<file path="src/rtl/mips_pkg.sv">
// Shared definitions for the MIPS multicycle controller and ALU:
// FSM states, opcode/funct constants and ALUControl encodings.
package mips_pkg;

  typedef enum logic [3:0] {
    S_FETCH   = 4'd0,
    S_DECODE  = 4'd1,
    S_MEMADR  = 4'd2,
    S_MEMRD   = 4'd3,
    S_MEMWB   = 4'd4,
    S_MEMWR   = 4'd5,
    S_RTYPEEX = 4'd6,
    S_RTYPEWB = 4'd7,
    S_BEQEX   = 4'd8,
    S_ADDIEX  = 4'd9,
    S_ADDIWB  = 4'd10,
    S_JEX     = 4'd11
  } state_t;

  localparam logic [5:0] OP_RTYPE = 6'b000000;
  localparam logic [5:0] OP_LW    = 6'b100011;
  localparam logic [5:0] OP_SW    = 6'b101011;
  localparam logic [5:0] OP_BEQ   = 6'b000100;
  localparam logic [5:0] OP_ADDI  = 6'b001000;
  localparam logic [5:0] OP_J     = 6'b000010;

  localparam logic [5:0] FN_AND = 6'b100100;
  localparam logic [5:0] FN_OR  = 6'b100101;
  localparam logic [5:0] FN_ADD = 6'b100000;
  localparam logic [5:0] FN_SUB = 6'b100010;
  localparam logic [5:0] FN_MUL = 6'b011000;
  localparam logic [5:0] FN_SLT = 6'b101010;

  localparam logic [2:0] ALU_AND = 3'b000;
  localparam logic [2:0] ALU_OR  = 3'b001;
  localparam logic [2:0] ALU_ADD = 3'b010;
  localparam logic [2:0] ALU_SUB = 3'b100;
  localparam logic [2:0] ALU_MUL = 3'b101;
  localparam logic [2:0] ALU_SLT = 3'b110;

  localparam logic [1:0] ALUOP_ADD   = 2'b00;
  localparam logic [1:0] ALUOP_SUB   = 2'b01;
  localparam logic [1:0] ALUOP_FUNCT = 2'b10;

  function automatic logic op_supported(input logic [5:0] op);
    return (op == OP_RTYPE) || (op == OP_LW) || (op == OP_SW) ||
           (op == OP_BEQ) || (op == OP_ADDI) || (op == OP_J);
  endfunction

endpackage

</file>
<file path="src/rtl/mips_alu_decoder.sv">
// Combinational ALU decoder: ALUOp (add/sub/funct) plus funct to ALUControl,
// with a flag telling whether funct is one of the supported R-type operations.
module mips_alu_decoder
  import mips_pkg::*;
(
  input  logic [1:0] alu_op,
  input  logic [5:0] funct,
  output logic [2:0] alu_control,
  output logic       funct_valid
);

  logic [2:0] funct_control;

  always_comb begin
    funct_control = ALU_ADD;
    funct_valid   = 1'b1;
    case (funct)
      FN_AND:  funct_control = ALU_AND;
      FN_OR:   funct_control = ALU_OR;
      FN_ADD:  funct_control = ALU_ADD;
      FN_SUB:  funct_control = ALU_SUB;
      FN_MUL:  funct_control = ALU_MUL;
      FN_SLT:  funct_control = ALU_SLT;
      default: funct_valid   = 1'b0;
    endcase
  end

  // The unused ALUOp code 11 falls back to add.
  always_comb begin
    case (alu_op)
      ALUOP_SUB:   alu_control = ALU_SUB;
      ALUOP_FUNCT: alu_control = funct_control;
      default:     alu_control = ALU_ADD;
    endcase
  end

endmodule

</file>
<file path="src/rtl/mips_mc_controller.sv">
// Multicycle MIPS control FSM: state register, next-state decode, Moore output
// decode and the Mealy PC enable that resolves beq with the ALU zero flag.
module mips_mc_controller
  import mips_pkg::*;
(
  input  logic       clk,
  input  logic       rst,
  input  logic [5:0] op,
  input  logic [5:0] funct,
  input  logic       zero_flag,
  output logic [2:0] ALUControl,
  output logic       ALUSrcA,
  output logic [1:0] ALUSrcB,
  output logic       IorD,
  output logic       IRWrite,
  output logic       MemWrite,
  output logic       RegWrite,
  output logic       RegDst,
  output logic       MemtoReg,
  output logic [1:0] PCSrc,
  output logic       PCEn,
  output logic       illegal_op
);

  state_t     state_reg;
  state_t     state_next;
  logic [1:0] alu_op;
  logic       alu_use;
  logic [2:0] dec_control;
  logic       funct_valid;
  logic       pc_write;
  logic       branch;
  logic       instr_illegal;

  mips_alu_decoder u_alu_decoder (
    .alu_op      (alu_op),
    .funct       (funct),
    .alu_control (dec_control),
    .funct_valid (funct_valid)
  );

  assign instr_illegal = !op_supported(op) || ((op == OP_RTYPE) && !funct_valid);

  always_ff @(posedge clk or posedge rst) begin
    if (rst) state_reg <= S_FETCH;
    else     state_reg <= state_next;
  end

  always_comb begin
    state_next = S_FETCH;
    case (state_reg)
      S_FETCH:  state_next = S_DECODE;
      S_DECODE: begin
        if (instr_illegal)                     state_next = S_FETCH;
        else if (op == OP_LW || op == OP_SW)   state_next = S_MEMADR;
        else if (op == OP_RTYPE)               state_next = S_RTYPEEX;
        else if (op == OP_BEQ)                 state_next = S_BEQEX;
        else if (op == OP_ADDI)                state_next = S_ADDIEX;
        else                                   state_next = S_JEX;
      end
      S_MEMADR:  state_next = (op == OP_LW) ? S_MEMRD : S_MEMWR;
      S_MEMRD:   state_next = S_MEMWB;
      S_RTYPEEX: state_next = S_RTYPEWB;
      S_ADDIEX:  state_next = S_ADDIWB;
      default:   state_next = S_FETCH;
    endcase
  end

  // Reset overrides every output combinationally so in-flight writes drop at once.
  always_comb begin
    alu_op     = ALUOP_ADD;
    alu_use    = 1'b0;
    ALUSrcA    = 1'b0;
    ALUSrcB    = 2'b00;
    IorD       = 1'b0;
    IRWrite    = 1'b0;
    MemWrite   = 1'b0;
    RegWrite   = 1'b0;
    RegDst     = 1'b0;
    MemtoReg   = 1'b0;
    PCSrc      = 2'b00;
    pc_write   = 1'b0;
    branch     = 1'b0;
    illegal_op = 1'b0;
    case (state_reg)
      S_FETCH: begin
        IRWrite  = 1'b1;
        alu_use  = 1'b1;
        ALUSrcB  = 2'b01;
        pc_write = 1'b1;
      end
      S_DECODE: begin
        alu_use    = 1'b1;
        ALUSrcB    = 2'b11;
        illegal_op = instr_illegal;
      end
      S_MEMADR, S_ADDIEX: begin
        alu_use = 1'b1;
        ALUSrcA = 1'b1;
        ALUSrcB = 2'b10;
      end
      S_MEMRD: IorD = 1'b1;
      S_MEMWB: begin
        RegWrite = 1'b1;
        MemtoReg = 1'b1;
      end
      S_MEMWR: begin
        IorD     = 1'b1;
        MemWrite = 1'b1;
      end
      S_RTYPEEX: begin
        alu_use = 1'b1;
        alu_op  = ALUOP_FUNCT;
        ALUSrcA = 1'b1;
      end
      S_RTYPEWB: begin
        RegWrite = 1'b1;
        RegDst   = 1'b1;
      end
      S_BEQEX: begin
        alu_use = 1'b1;
        alu_op  = ALUOP_SUB;
        ALUSrcA = 1'b1;
        PCSrc   = 2'b01;
        branch  = 1'b1;
      end
      S_ADDIWB: RegWrite = 1'b1;
      S_JEX: begin
        PCSrc    = 2'b10;
        pc_write = 1'b1;
      end
      default: ;
    endcase
    ALUControl = alu_use ? dec_control : 3'b000;
    PCEn       = pc_write | (branch & zero_flag);
    if (rst) begin
      ALUControl = 3'b000;
      ALUSrcA    = 1'b0;
      ALUSrcB    = 2'b00;
      IorD       = 1'b0;
      IRWrite    = 1'b0;
      MemWrite   = 1'b0;
      RegWrite   = 1'b0;
      RegDst     = 1'b0;
      MemtoReg   = 1'b0;
      PCSrc      = 2'b00;
      PCEn       = 1'b0;
      illegal_op = 1'b0;
    end
  end

endmodule

</file>
<file path="config.mk">
export PLATFORM = sky130hd
export DESIGN_NAME = mips_mc_controller
export DESIGN_NICKNAME = d
export VERILOG_FILES = /design/src/rtl/mips_pkg.sv /design/src/rtl/mips_alu_decoder.sv /design/src/rtl/mips_mc_controller.sv
export SDC_FILE = /design/constraint.sdc
export NUM_CORES = 1
export LEC_CHECK = 0
export CORE_UTILIZATION = 40
export CTS_CLUSTER_DIAMETER = 60
export CTS_CLUSTER_SIZE = 16
export DETAILED_ROUTE_END_ITERATION = 10
export DONT_BUFFER_PORTS = 1
export PLACE_DENSITY_LB_ADDON = 0.2
export SLEW_MARGIN = 20
export SYNTH_ARGS = -nofsm -noshare
export SYNTH_HDL_FRONTEND = slang
export SYNTH_HIERARCHICAL = 1
export SYNTH_SLANG_ARGS = --single-unit
</file>
<file path="constraint.sdc">
create_clock -name clk -period 2.33 [get_ports clk]
set_input_delay 0.466 -clock clk [delete_from_list [all_inputs] [get_ports clk]]
set_output_delay 0.466 -clock clk [all_outputs]
set_load 0.03 [all_outputs]
</file>
# After elaboration in Yosys (flattened, before gate mapping)
# Cells that the tools add are included.
[classes]
n_eq_ne = 24
muxes = 37
bitwise_logic = 2
reduce_logical = 19
[op_table]
columns = ["operator", "count"]
rows = [
  ["== test 6 bit, second input constant", 7],
  ["case mux 4 bit (6 select lines)", 1],
  ["two-way mux 1 bit", 21],
  ["== test 4 x 3 -> 1 bit, second input constant", 4],
  ["== test 4 bit, second input constant", 4],
  ["case mux 3 bit (5 select lines)", 1],
  ["two-way mux 4 bit", 3],
  ["OR reduction 6 bit", 2],
  ["two-way mux 3 bit", 3],
  ["== test 4 x 2 -> 1 bit, second input constant", 2],
  ["two-way mux 2 bit", 4],
  ["case mux 2 bit (2 select lines)", 2],
  ["logical OR 1 bit", 7],
  ["== test 6 x 2 -> 1 bit, second input constant", 1],
  ["== test 6 x 3 -> 1 bit, second input constant", 1],
  ["== test 6 x 4 -> 1 bit, second input constant", 1],
  ["== test 6 x 5 -> 1 bit, second input constant", 1],
  ["logical NOT 6 bit", 1],
  ["case mux 2 bit (3 select lines)", 1],
  ["case mux 3 bit (2 select lines)", 1],
  ["OR reduction 2 bit", 3],
  ["== test 4 x 1 -> 1 bit, second input constant", 1],
  ["logical NOT 4 bit", 1],
  ["OR reduction 4 bit", 1],
  ["7 further kinds", 8],
]
[word_totals]
reg_bits = 4
input_bits = 15
output_inout_bits = 16
wordCells = 83

# Logic depth before layout (Yosys ltp)
# Gate-level depths: netlist of run 1.
[logic_depth]
word_depth = 10
depth_mapped = 9
ltp_nobuf = 7

# Hierarchy
# Netlist of run 1, hierarchy kept.
[by_module_without_submodules]
columns = ["module", "n_inst", "cells_per_inst", "area_each_um2", "seq_area_each_um2"]
rows = [
  ["mips_mc_controller", 1, 77, 553.0, 100.1],
  ["mips_alu_decoder", 1, 26, 193.9, 0.0],
]

# Worst setup path after synthesis of run 1
# OpenSTA, ideal clock, no wires.
[synth_path]
path_kind = "reg-to-output"
from = "register state_reg[0]"
to = "output ALUControl[0]"
arrival_time_ps = 1913
required_ps = 1864
path_slack_ps = -49
path_stages_with_launch = 10
n_path_buf = 2
cell_sequence = "dfrtp_1 > clkbuf_1 > or2_2 > clkbuf_1 > nor2_1 > inv_1 > ha_1 > nor2_1 > and3_1 > and2_1"
[synth_via]
elab_chain_cells = 6
word_cells_on_any_way = 14
cone_classes = "7 x eq/ne; 5 x mux; 2 x reduce/logical"
[synth_rtl]
columns = ["element", "line", "rtl"]
rows = [
  ["from (decl)", "mips_mc_controller.sv:25", "state_t state_reg;"],
  ["from (signal assigned)", "mips_mc_controller.sv:46", "else state_reg <= state_next;"],
  ["== test 4 bit / == test 4 x 3 -> 1 bit (equally long branches)", "mips_mc_controller.sv:85", "case (state_reg)"],
  ["case mux 2 bit (2 select lines) *", "mips_mc_controller.sv:85", ""],
  ["net alu_op[0]", "mips_mc_controller.sv:27", "logic [1:0] alu_op;"],
  ["== test 2 bit / == test 2 x 1 -> 1 bit (equally long branches)", "mips_alu_decoder.sv:30", "case (alu_op)"],
  ["case mux 3 bit (2 select lines) *", "mips_alu_decoder.sv:30", ""],
  ["net dec_control[0]", "mips_mc_controller.sv:29", "logic [2:0] dec_control;"],
  ["two-way mux 3 bit *", "mips_mc_controller.sv:134", "ALUControl = alu_use ? dec_control : 3'b000;"],
  ["two-way mux 3 bit *", "mips_mc_controller.sv:136", "if (rst) begin"],
  ["to (decl)", "mips_mc_controller.sv:11", "output logic [2:0] ALUControl,"],
]
# The timed path passes the listed nets; every way through them passes the cells marked *.

# Worst setup path after layout of run 1
[layout_path]
from = "input funct[5]"
to = "output illegal_op"
[layout_via]
elab_chain_cells = 8
word_cells_on_any_way = 13
cone_classes = "6 x eq/ne; 3 x mux; 4 x reduce/logical"
[layout_rtl]
columns = ["element", "line", "rtl"]
rows = [
  ["from (decl)", "mips_mc_controller.sv:9", "input logic [5:0] funct,"],
  ["== test 6 bit / == test 6 x 5 -> 1 bit (equally long branches)", "mips_alu_decoder.sv:17", "case (funct)"],
  ["OR reduction 6 bit (no line) *", "n/a", ""],
  ["two-way mux 1 bit *", "mips_alu_decoder.sv:17", ""],
  ["net funct_valid", "mips_mc_controller.sv:30", "logic funct_valid;"],
  ["logical NOT 1 bit *", "mips_mc_controller.sv:42", "assign instr_illegal = !op_supported(op) || ((op == OP_RTYPE) && !funct_valid);"],
  ["logical AND 1 bit *", "mips_mc_controller.sv:42", ""],
  ["logical OR 1 bit *", "mips_mc_controller.sv:42", ""],
  ["two-way mux 1 bit *", "mips_mc_controller.sv:85", ""],
  ["two-way mux 1 bit *", "mips_mc_controller.sv:136", ""],
  ["to (decl)", "mips_mc_controller.sv:22", "output logic illegal_op"],
]
# Marked as above.

==> results of run 1 <==
==> kinds of logic (layout without fill, tap and decap cells) <==
family | Yosys count | after routing
adders and majority gates | 3 | 3
xor gates and xnor gates | 2 | 2
and+or+nand+nor | 52 | 52
muxes | 1 | 1
DFF | 4 | 4
buffers and inverters | 16 | 40
AOI/OAI and AO/OA | 25 | 25
==> worst max-delay path by stage <==
stage	from	end	slack, ns	cells after the start
after floorplan	funct[5]	illegal_op	-0.02	6
after global placement	funct[5]	illegal_op	0.02	7
after detailed placement	funct[5]	illegal_op	0.003	7
after CTS	funct[5]	illegal_op	0.004	7
after global routing	funct[5]	illegal_op	-0.08	7
final	funct[5]	illegal_op	-0.002	7
==> power groups by stage <==
stage          combinational, mW  clock, mW  sequential [mW]
2_1_floorplan              0.341          0           0.0959
3_3_place_gp               0.471          0            0.116
3_5_place_dp               0.475          0            0.115
4_1_cts                    0.528     0.0895            0.104
5_1_grt                    0.627     0.0966            0.108
6_report                   0.580     0.0871            0.106
==> critical path: cells and delay by family <==
family	cells	cell delay (ns)
buf+inv	1	0.16
compound gates	3	0.30
simple gates	3	0.93
==> placed cells by master (no fill, tap or decap), drive strengths merged, types with 3 or more instances in the layout <==
cell type and n:
buf 27, nor3 12, inv 9, nor2 9, o21ai 6, nand2b 5
nand2 4, a21oi 4, dfrtp 4, clkbuf 3, and2 3, o211ai 3
==> cells in the mapped netlist, drive strengths merged <==
| cell | instances | share of area |
|---|---|---|
| dfrtp | 4 | 0.13 |
| o2bb2ai | 1 | 0.012 |
| mux2i | 1 | 0.013 |
| o41ai | 2 | 0.023 |
| nand4bb | 1 | 0.015 |
| o22a | 2 | 0.023 |
| or4 | 1 | 0.015 |
| nand4 | 2 | 0.017 |
| or4b | 1 | 0.013 |
| nor4 | 1 | 0.0084 |
| and4 | 1 | 0.012 |
| xor2 | 1 | 0.012 |
| or3 | 1 | 0.015 |
| a31oi | 1 | 0.0084 |
| maj3 | 1 | 0.015 |
| nor3b | 2 | 0.020 |
| ha | 2 | 0.033 |
| a21oi | 4 | 0.027 |
| nor2 | 9 | 0.045 |
| o211ai | 3 | 0.037 |
| o221ai | 1 | 0.020 |
| and2 | 3 | 0.025 |
| and3b | 2 | 0.028 |
| a221oi | 1 | 0.012 |
| or2 | 2 | 0.017 |
| buf | 2 | 0.012 |
| inv | 9 | 0.045 |
| o21a | 2 | 0.020 |
| nand2b | 5 | 0.042 |
| and3 | 1 | 0.0084 |
| nand2 | 4 | 0.020 |
| xnor2 | 1 | 0.012 |
| nor3 | 12 | 0.080 |
| nor4b | 1 | 0.032 |
| o21ai | 6 | 0.040 |
| clkbuf | 5 | 0.025 |
| and4bb | 2 | 0.033 |
| nand3 | 1 | 0.0067 |
| a211oi | 1 | 0.010 |
| a41oi | 1 | 0.012 |
==> layer usage <==
layer	GRT usage	vias up	wire, µm
li1	-	430	-
met1	0.275	398	907
met2	0.351	29	1040
met3	0.0280	2	95
met4	0.103	0	16
met5	0	-	0
==> per-stage QoR <==
stage / instance area [µm²] / power [mW] / setup slack (ns) / std cells / hold slack (ns)
floorplan: 757 / 0.437 / -0.0241 / 103 / 0.237
global placement: 933 / 0.587 / 0.0168 / 144 / 0.250
detailed placement: 933 / 0.590 / 0.00317 / 144 / 0.250
CTS: 997 / 0.721 / 0.00393 / 150 / 0.457
global route: 1050 / 0.831 / -0.0804 / 152 / 0.471
finish: 1050 / 0.773 / -0.00174 / 152 / 0.456
==> area by class of cell <==
cell class / count / area (µm²) / share of cell area
tap: 25 / 31.3 / 0.0297
timing repair buffer: 28 / 220 / 0.209
inverter: 9 / 33.8 / 0.0321
sequential: 4 / 103 / 0.0975
multi-input combinational: 83 / 642 / 0.610
clock buffer: 3 / 22.5 / 0.0214
==> timing repair <==
action                                 CTS  global route
buffers inserted                         2             2
gates resized for setup                  7             9
hold buffers                             1             0
pin swaps                                0             3
endpoints found under the hold margin    2             0
setup endpoints to repair                4             4
==> flow_metrics.tcl, run 1 <==
set metrics [dict create \
    outcome "complete, but fails checks" \
    failed_checks "setup timing" \
    max_slew.worst_pin.slew_ns 0.359 \
    hold_path_startpoint "op[4]" \
    largest_driver_fanout_on_the_critical_path 6 \
    post_cts_clock_slew_at_the_launch_and_capture_registers_of_the_worst_setup_and_hold_paths_ns 0.03 \
    cts_buffers 3 \
    number_of_h_tree_levels 1 \
    report.final.setup_viol 1 \
    cellInternalPower_mw 0.408 \
    yosys-mux-area-fraction 0.0134 \
    critical_path.reg2reg.startpoint "state_reg[0]$_DFF_PP0_" \
    reg2reg_slack_ns 0.64 \
    crit_path_max_incr_delay_ns 0.50 \
    starting_density_of_the_core 0.428 \
    synth_area_per_cell_um2 7.25 \
    start_kind "input pin" \
    ys_warn_count 6 \
    post-route-util 0.603 \
    final_antenna_net_count 0 \
    die_boundary_width_um 45.2 \
    min_delay_path_depth 3 \
    synthesized_area_fraction_occupied_by_ao_oa_aoi_and_oai_cells 0.245 \
    crit_type "in2out" \
    worst_setup_path_end_kind "output port" \
    worstHoldEndpoint "state_reg[2]$_DFF_PP0_" \
    relSlewSlack 0.757 \
    min-delay-path-class "in2reg" \
    post_synth_adder_cell_area 0.0486 \
    io_buffers 0 \
    clock-root-buffer "clkbuf_4" \
    overflow 0 \
    cp_data_arrival_time_ns 1.87 \
    floorplan.die.height_um 45.2 \
    skew_ns 0.00912 \
    post_detailed_route_via_to_cell_ratio 5.65 \
    die_area_um2 2040 \
    grt_pass1_wl_um 3180 \
    clock_latency_ns 0.24 \
    timing.critical_path.slowest_stage_cell "or4_4" \
    switching_share 0.473 \
    final.period_utilization 1.00 \
    global_route.usage.total 0.214 \
    combinationalPowerShare 0.750 \
    grt_start_max_net_pins 15 \
    dr_total_vias 859 \
    power.net_switching_mw 0.365 \
    tritoncts_clock_tree "yes" \
    largest_reg_flops 4 \
    antenna_found_initial 0 \
    synth_top_family_by_area "simple AND/OR/NAND/NOR gates" \
    power_per_standard_cell_area_nw_per_um2 735 \
    area.growth.synth_to_final_pct 40.9 \
    grt_pass1_vias 761 \
    finalWeightedCongestion 0.740 \
    post_synth_instance_area_um2 747 \
    synth_nets 120 \
    power.static_leakage_nw 0.429 \
    timing.max_cap.violations 0 \
    cp_data_required_time_ns 1.86 \
    first_pass_iters 4 \
    slew_violations 0 \
    hold_viol_final 0 \
    netlist-cell-type-count 44 \
    fp.coreArea_um2 1750 \
    yosys.area_share.simple 0.454 \
    nNetsFinal 146 \
    period_needed_ns 2.33 \
    numClockSinks 4 \
    p_clk_frac 0.113 \
    postSynthRegisterBits 4 \
    fmax_ghz 0.429 \
    ctsLongestPathBuffers 2 \
    drc 0 \
    count_of_antenna_diodes_in_the_layout 0 \
    fin_ws_ns -0.00174 \
    core.rowCount 15 \
    fill_cells 178 \
    io-pin-count 31 \
    rsz0062_at_grt "yes" \
    detailedPlacementHpwl_um 1510 \
    critical_path.reg2reg.endpoint "state_reg[2]$_DFF_PP0_" \
    seq_power_share 0.137 \
    detailedRoute.firstIterationViolations 12 \
    synthXorXnorAreaFrac 0.0235 \
    fin_setup_tns_ns -0.00174 \
    netlist_instances 103 \
    r2r.worst_path.cells 5 \
    cp_cell_sequence "and4bb_1, o21ai_1, o211ai_1, or4_4, o211ai_4, nor4b_4, buf_6" \
    layout_cells_sized_above_1 0.394 \
    post_detailed_routing_wire_length_um 2050 \
    vdd_ir_drop_max_mv 0.405 \
    synth-seq-area-share 0.134 \
    routed_wire_length_per_instance_um 13.5 \
]
Power figures use the tool's default switching activity.
==> run 2: changes to the inputs <==
Settings changed: GPL_TIMING_DRIVEN from default to 1, PLACE_DENSITY_LB_ADDON 0.2 to default.
==> run 2 against run 1 <==
Net effect: largest power group unchanged; the run now ends clean; highest routed layer is now met3; largest cell class unchanged; first-iteration DRC count up 25%; critical endpoint unchanged; power down 1.7%; worst hold slack worse by 0.44 ns; setup slack better by 0.011 ns; sequential power about the same; critical path type unchanged.
==> flow_metrics.tcl, run 2 (synthesis gave the netlist of run 1 again) <==
set metrics [dict create \
    post_detailed_route_via_to_cell_ratio 5.56 \
    grt_pass1_wl_um 3130 \
    start_kind "input pin" \
    p_clk_frac 0.109 \
    final_antenna_net_count 0 \
    skew_ns 0.00236 \
    dr_total_vias 845 \
    hold_viol_final 0 \
    finalNonFillerCells 152 \
    io-pin-count 31 \
    seq_power_share 0.143 \
    power_per_standard_cell_area_nw_per_um2 729 \
    io_buffers 0 \
    post-route-util 0.598 \
    overflow 0 \
    combinationalPowerShare 0.748 \
    grt_pass1_vias 747 \
    cp_data_arrival_time_ns 1.86 \
    clock_latency_ns 0.23 \
    relSlewSlack 0.785 \
    grt_start_max_net_pins 15 \
    detailedRoute.firstIterationViolations 15 \
    tritoncts_clock_tree "yes" \
    wl_met3_um 77 \
    drc 0 \
    fmax_ghz 0.431 \
    report.power.total_mw 0.760 \
    power.static_leakage_nw 0.427 \
    crit_start "funct[5]" \
    max_slew.worst_pin.slew_ns 0.318 \
    holdBufCountCts 0 \
    count_of_antenna_diodes_in_the_layout 0 \
    switching_share 0.471 \
    die_area_um2 2040 \
    numClockSinks 4 \
    detail_route.wirelength.met1_um 929 \
    fin_setup_tns_ns 0 \
    finalWeightedCongestion 0.754 \
    cts_buffers 3 \
    floorplan.die.height_um 45.2 \
    outcome "complete, no violations" \
    timing.max_cap.violations 0 \
    largest_driver_fanout_on_the_critical_path 6 \
    worst_setup_path_end_kind "output port" \
    final_common_cell "buf_4" \
    first_pass_iters 4 \
    post_detailed_routing_wire_length_um 2010 \
    layout_common_cells "buf_4, nor3_1, inv_1" \
    vdd_ir_drop_max_mv 0.607 \
    slew_violations 0 \
    cellInternalPower_mw 0.402 \
    ctsLongestPathBuffers 2 \
    antenna_found_initial 0 \
    dr_wl_met2_um 1010 \
    clock-root-buffer "clkbuf_4" \
    critical_path.reg2reg.startpoint "state_reg[2]$_DFF_PP0_" \
    power.net_switching_mw 0.358 \
    crit_type "in2out" \
    number_of_h_tree_levels 1 \
    place.detailed.instances 144 \
    period_needed_ns 2.32 \
    post_cts_clock_slew_at_the_launch_and_capture_registers_of_the_worst_setup_and_hold_paths_ns 0.04 \
    core.rowCount 15 \
    min-delay-path-class "in2async" \
    routed_wire_length_per_instance_um 13.2 \
    layout_cells_sized_above_1 0.386 \
    nNetsFinal 146 \
    fp.coreArea_um2 1750 \
    final.period_utilization 0.996 \
    starting_density_of_the_core 0.428 \
    largest_reg_flops 4 \
    report.final.setup_viol 0 \
    detailedPlacementHpwl_um 1530 \
    rsz0062_at_grt "yes" \
    die_boundary_width_um 45.2 \
    route.top_layer_used "met3" \
    area.growth.synth_to_final_pct 39.7 \
    cp_data_required_time_ns 1.86 \
    global_route.usage.total 0.206 \
]
## run 2: cell count changes in the layout (fill, tap and decap cells not counted)
cell,delta
a21oi_1,+1
a21oi_2,-1
and2_1,+1
and2_4,-1
buf_4,+1
dlygate4sd3_1,-1
## run 2: power groups by stage
stage	Clock, mW	Sequential (mW)	Combinational [mW]
detailed placement	0	0.116	0.477
floorplan	0	0.0959	0.341
finish	0.0828	0.109	0.569
CTS	0.0865	0.106	0.525
global placement	0	0.116	0.470
global route	0.0939	0.112	0.616
## run 2: stage by stage
step,hold WS (ns),area (µm²),worst slack [ns]
after floorplan,0.237,757,-0.0241
after global placement,0.249,933,0.0162
after detailed placement,0.251,933,-0.00982
after CTS,0.00599,987,-0.00183
after global routing,0.0125,1040,-0.0637
final,0.0114,1040,0.00892
## run 2: worst paths after layout
kind	endpoint	slack [ns]	cells after the start
max in group asynchronous	state_reg[2]$_DFF_PP0_	2.15	1
min in group clk	state_reg[2]$_DFF_PP0_	0.44	3
hold / removal	state_reg[3]$_DFF_PP0_	0.01	1
setup reg to reg	state_reg[2]$_DFF_PP0_	0.77	4
setup / recovery	illegal_op	0.009	7
hold reg to reg	state_reg[2]$_DFF_PP0_	0.70	3
## run 2: worst max-delay path, cell delays in order
cell,delay (ns)
and4bb_1,0.19
o21ai_1,0.12
o211ai_1,0.10
or4_4,0.50
o211ai_4,0.08
nor4b_4,0.22
buf_6,0.16
## run 2: layer usage
metal,global-route usage,vias up
met4,0.0182,0
met3,0.0440,0
met1,0.274,389
li1,-,427
met5,0,-
met2,0.354,29
## run 2: what timing repair did
| action | in CTS | in global routing |
|---|---|---|
| pin swaps | 0 | 3 |
| gates resized for setup | 6 | 8 |
| endpoints found under the setup margin | 4 | 4 |
| setup buffers | 2 | 3 |
## run 2: cell type report
cell class | count | area [µm²]
Multi-Input combinational cell | 83 | 636
Timing Repair Buffer | 28 | 218
Sequential cell | 4 | 103
Clock buffer | 3 | 22.5
Fill cell | 170 | 702
Inverter | 9 | 33.8
Tap cell | 25 | 31.3
==> run 3: changes to the inputs <==
Settings changed: CORE_MARGIN from default to 4, CORE_UTILIZATION 40 to 30.
==> run 3 against run 2 <==
Net effect: the flow now finishes with violations (setup timing); core utilization down 15 points; global-route usage down 9.0 points; maximum frequency decreased by 2.0%; die area up 64%; largest power group unchanged; first-iteration DRC count rose by 53%.
==> flow_metrics.tcl, run 3 (synthesis gave the netlist of run 1 again) <==
set metrics [dict create \
    outcome "complete, but fails checks" \
    failed_checks "setup timing" \
    floorplan.die.height_um 57.9 \
    grt_pass1_vias 788 \
    sequential_cell_area_um2 101 \
    clock-root-buffer "clkbuf_4" \
    power.net_switching_mw 0.348 \
    worst_hold_slack_ns 0.00811 \
    grt_util_met2 0.208 \
    tritoncts_clock_tree "yes" \
    timing.critical_path.slowest_stage_cell "or4_4" \
    fmax_ghz 0.422 \
    worst_setup_path_end_kind "output port" \
    timing.critical_path.buf_inv 1 \
    layout_common_cells "buf_4, nor3_1, inv_1" \
    finalWeightedCongestion 0.801 \
    path_delay_family "simple AND/OR/NAND/NOR gates" \
    grt_pass1_wl_um 3180 \
    io_buffers 0 \
    drc 0 \
    crit_path_max_incr_delay_ns 0.51 \
    multi_input_comb_area_um2 641 \
    global_route.usage.met1 0.132 \
    vdd_ir_drop_max_mv 0.406 \
    min-delay-path-class "in2async" \
    gr-usage-met3 0.0245 \
    layout_cells_sized_above_1 0.369 \
    dr_total_vias 838 \
    relSlewSlack 0.785 \
    largest_reg_flops 4 \
    grt_start_max_net_pins 15 \
    cellInternalPower_mw 0.386 \
    cts_buffers 3 \
    power_per_standard_cell_area_nw_per_um2 709 \
    overflow 0 \
    die_area_um2 3350 \
    io-pin-count 31 \
    post_detailed_route_via_to_cell_ratio 5.59 \
    cp_cell_sequence "and4bb_1, o21ai_1, o211ai_1, or4_4, o211ai_4, nor4b_4, buf_6" \
    final.period_utilization 1.02 \
    die_boundary_width_um 57.9 \
    gr-max-usage-layer "met2" \
    fill_cells 222 \
    core.rowCount 17 \
    numClockSinks 4 \
    clock_latency_ns 0.23 \
    worst_setup_slack_post_dpl_ns -0.0565 \
    first_pass_iters 4 \
    power.static_leakage_nw 0.413 \
    cp_data_required_time_ns 1.86 \
    report.final.setup_viol 1 \
    area.growth.synth_to_final_pct 38.5 \
    post_cts_clock_slew_at_the_launch_and_capture_registers_of_the_worst_setup_and_hold_paths_ns 0.04 \
    switching_share 0.474 \
    skew_ns 0.00486 \
    final_antenna_net_count 0 \
    fp.coreArea_um2 2300 \
    start_kind "input pin" \
    crit_type "in2out" \
    p_clk_frac 0.112 \
    post_detailed_routing_wire_length_um 1990 \
    fin_ws_ns -0.0373 \
    timing.max_cap.violations 0 \
    detailedRoute.firstIterationViolations 23 \
    antenna_found_initial 0 \
    period_needed_ns 2.37 \
    detailedPlacementHpwl_um 1630 \
    final_common_cell "buf_4" \
    starting_density_of_the_core 0.325 \
    max_slew.worst_pin.slew_ns 0.318 \
    count_of_antenna_diodes_in_the_layout 0 \
    hold_viol_final 0 \
    number_of_h_tree_levels 1 \
    combinationalPowerShare 0.737 \
    routed_wire_length_per_instance_um 13.3 \
    slew_violations 0 \
    global_route.usage.total 0.116 \
    nNetsFinal 141 \
    ctsLongestPathBuffers 2 \
    seq_power_share 0.151 \
    largest_driver_fanout_on_the_critical_path 6 \
    rsz0062_at_grt "yes" \
    cp_data_arrival_time_ns 1.90 \
    holdBufCountCts 0 \
]
run 3: changes by cell type in the layout (fill, tap and decap cells not counted):
| cell | delta |
|---|---|
| buf_6 | -1 |
| o21ai_0 | +1 |
| dfrtp_2 | -1 |
| and2_4 | +2 |
| dfrtp_1 | +1 |
| o21ai_1 | -1 |
| buf_12 | +2 |
| and2_1 | -2 |
| buf_4 | -6 |
run 3: per-stage QoR:
| step | area, µm² | total power, mW | setup TNS, ns | std cells | util |
|---|---|---|---|---|---|
| floorplan | 757 | 0.437 | -0.0241 | 103 | - |
| global placement | 962 | 0.598 | -0.00750 | 147 | 0.419 |
| detailed placement | 962 | 0.607 | -0.0565 | 147 | 0.419 |
| CTS | 1000 | 0.704 | -0.0435 | 150 | 0.435 |
| global route | 1030 | 0.783 | -0.103 | 150 | 0.450 |
| finish | 1030 | 0.734 | -0.0373 | 150 | 0.450 |
run 3: final cells by class:
cell class / count / area share
repair buffers: 23 / 0.195
multi-input cells: 83 / 0.619
well taps: 28 / 0.0339
inverters: 9 / 0.0326
clock buffers: 3 / 0.0218
flip-flops and latches: 4 / 0.0979
run 3: power groups by stage:
stage / logic, mW / clock network [mW] / registers [mW]
final: 0.541 / 0.0821 / 0.111
after floorplan: 0.341 / 0 / 0.0959
after detailed placement: 0.506 / 0 / 0.102
after global placement: 0.496 / 0 / 0.102
after CTS: 0.516 / 0.0858 / 0.103
after global routing: 0.579 / 0.0895 / 0.114
run 3: worst paths after layout:
kind | start | endpoint | slack (ns) | cells past startpoint
max | funct[5] | illegal_op | -0.04 | 7
min | rst | state_reg[0]$_DFF_PP0_ | 0.008 | 1
max reg2reg | state_reg[0]$_DFF_PP0_ | state_reg[2]$_DFF_PP0_ | 0.76 | 4
min reg2reg | state_reg[3]$_DFF_PP0_ | state_reg[2]$_DFF_PP0_ | 0.70 | 2
max in group asynchronous | rst | state_reg[2]$_DFF_PP0_ | 2.15 | 1
min in group clk | op[4] | state_reg[2]$_DFF_PP0_ | 0.45 | 3
run 3: metal layers:
metal / up-vias / part of all wire
li1: 418 / -
met2: 29 / 0.51
met5: - / 0
met1: 391 / 0.40
met4: 0 / 0
met3: 0 / 0.084
run 3: timing repair:
item / CTS / global route
setup endpoints to repair: 4 / 4
resized for setup: 5 / 8
pin swaps: 1 / 2
setup buffers: 0 / 0
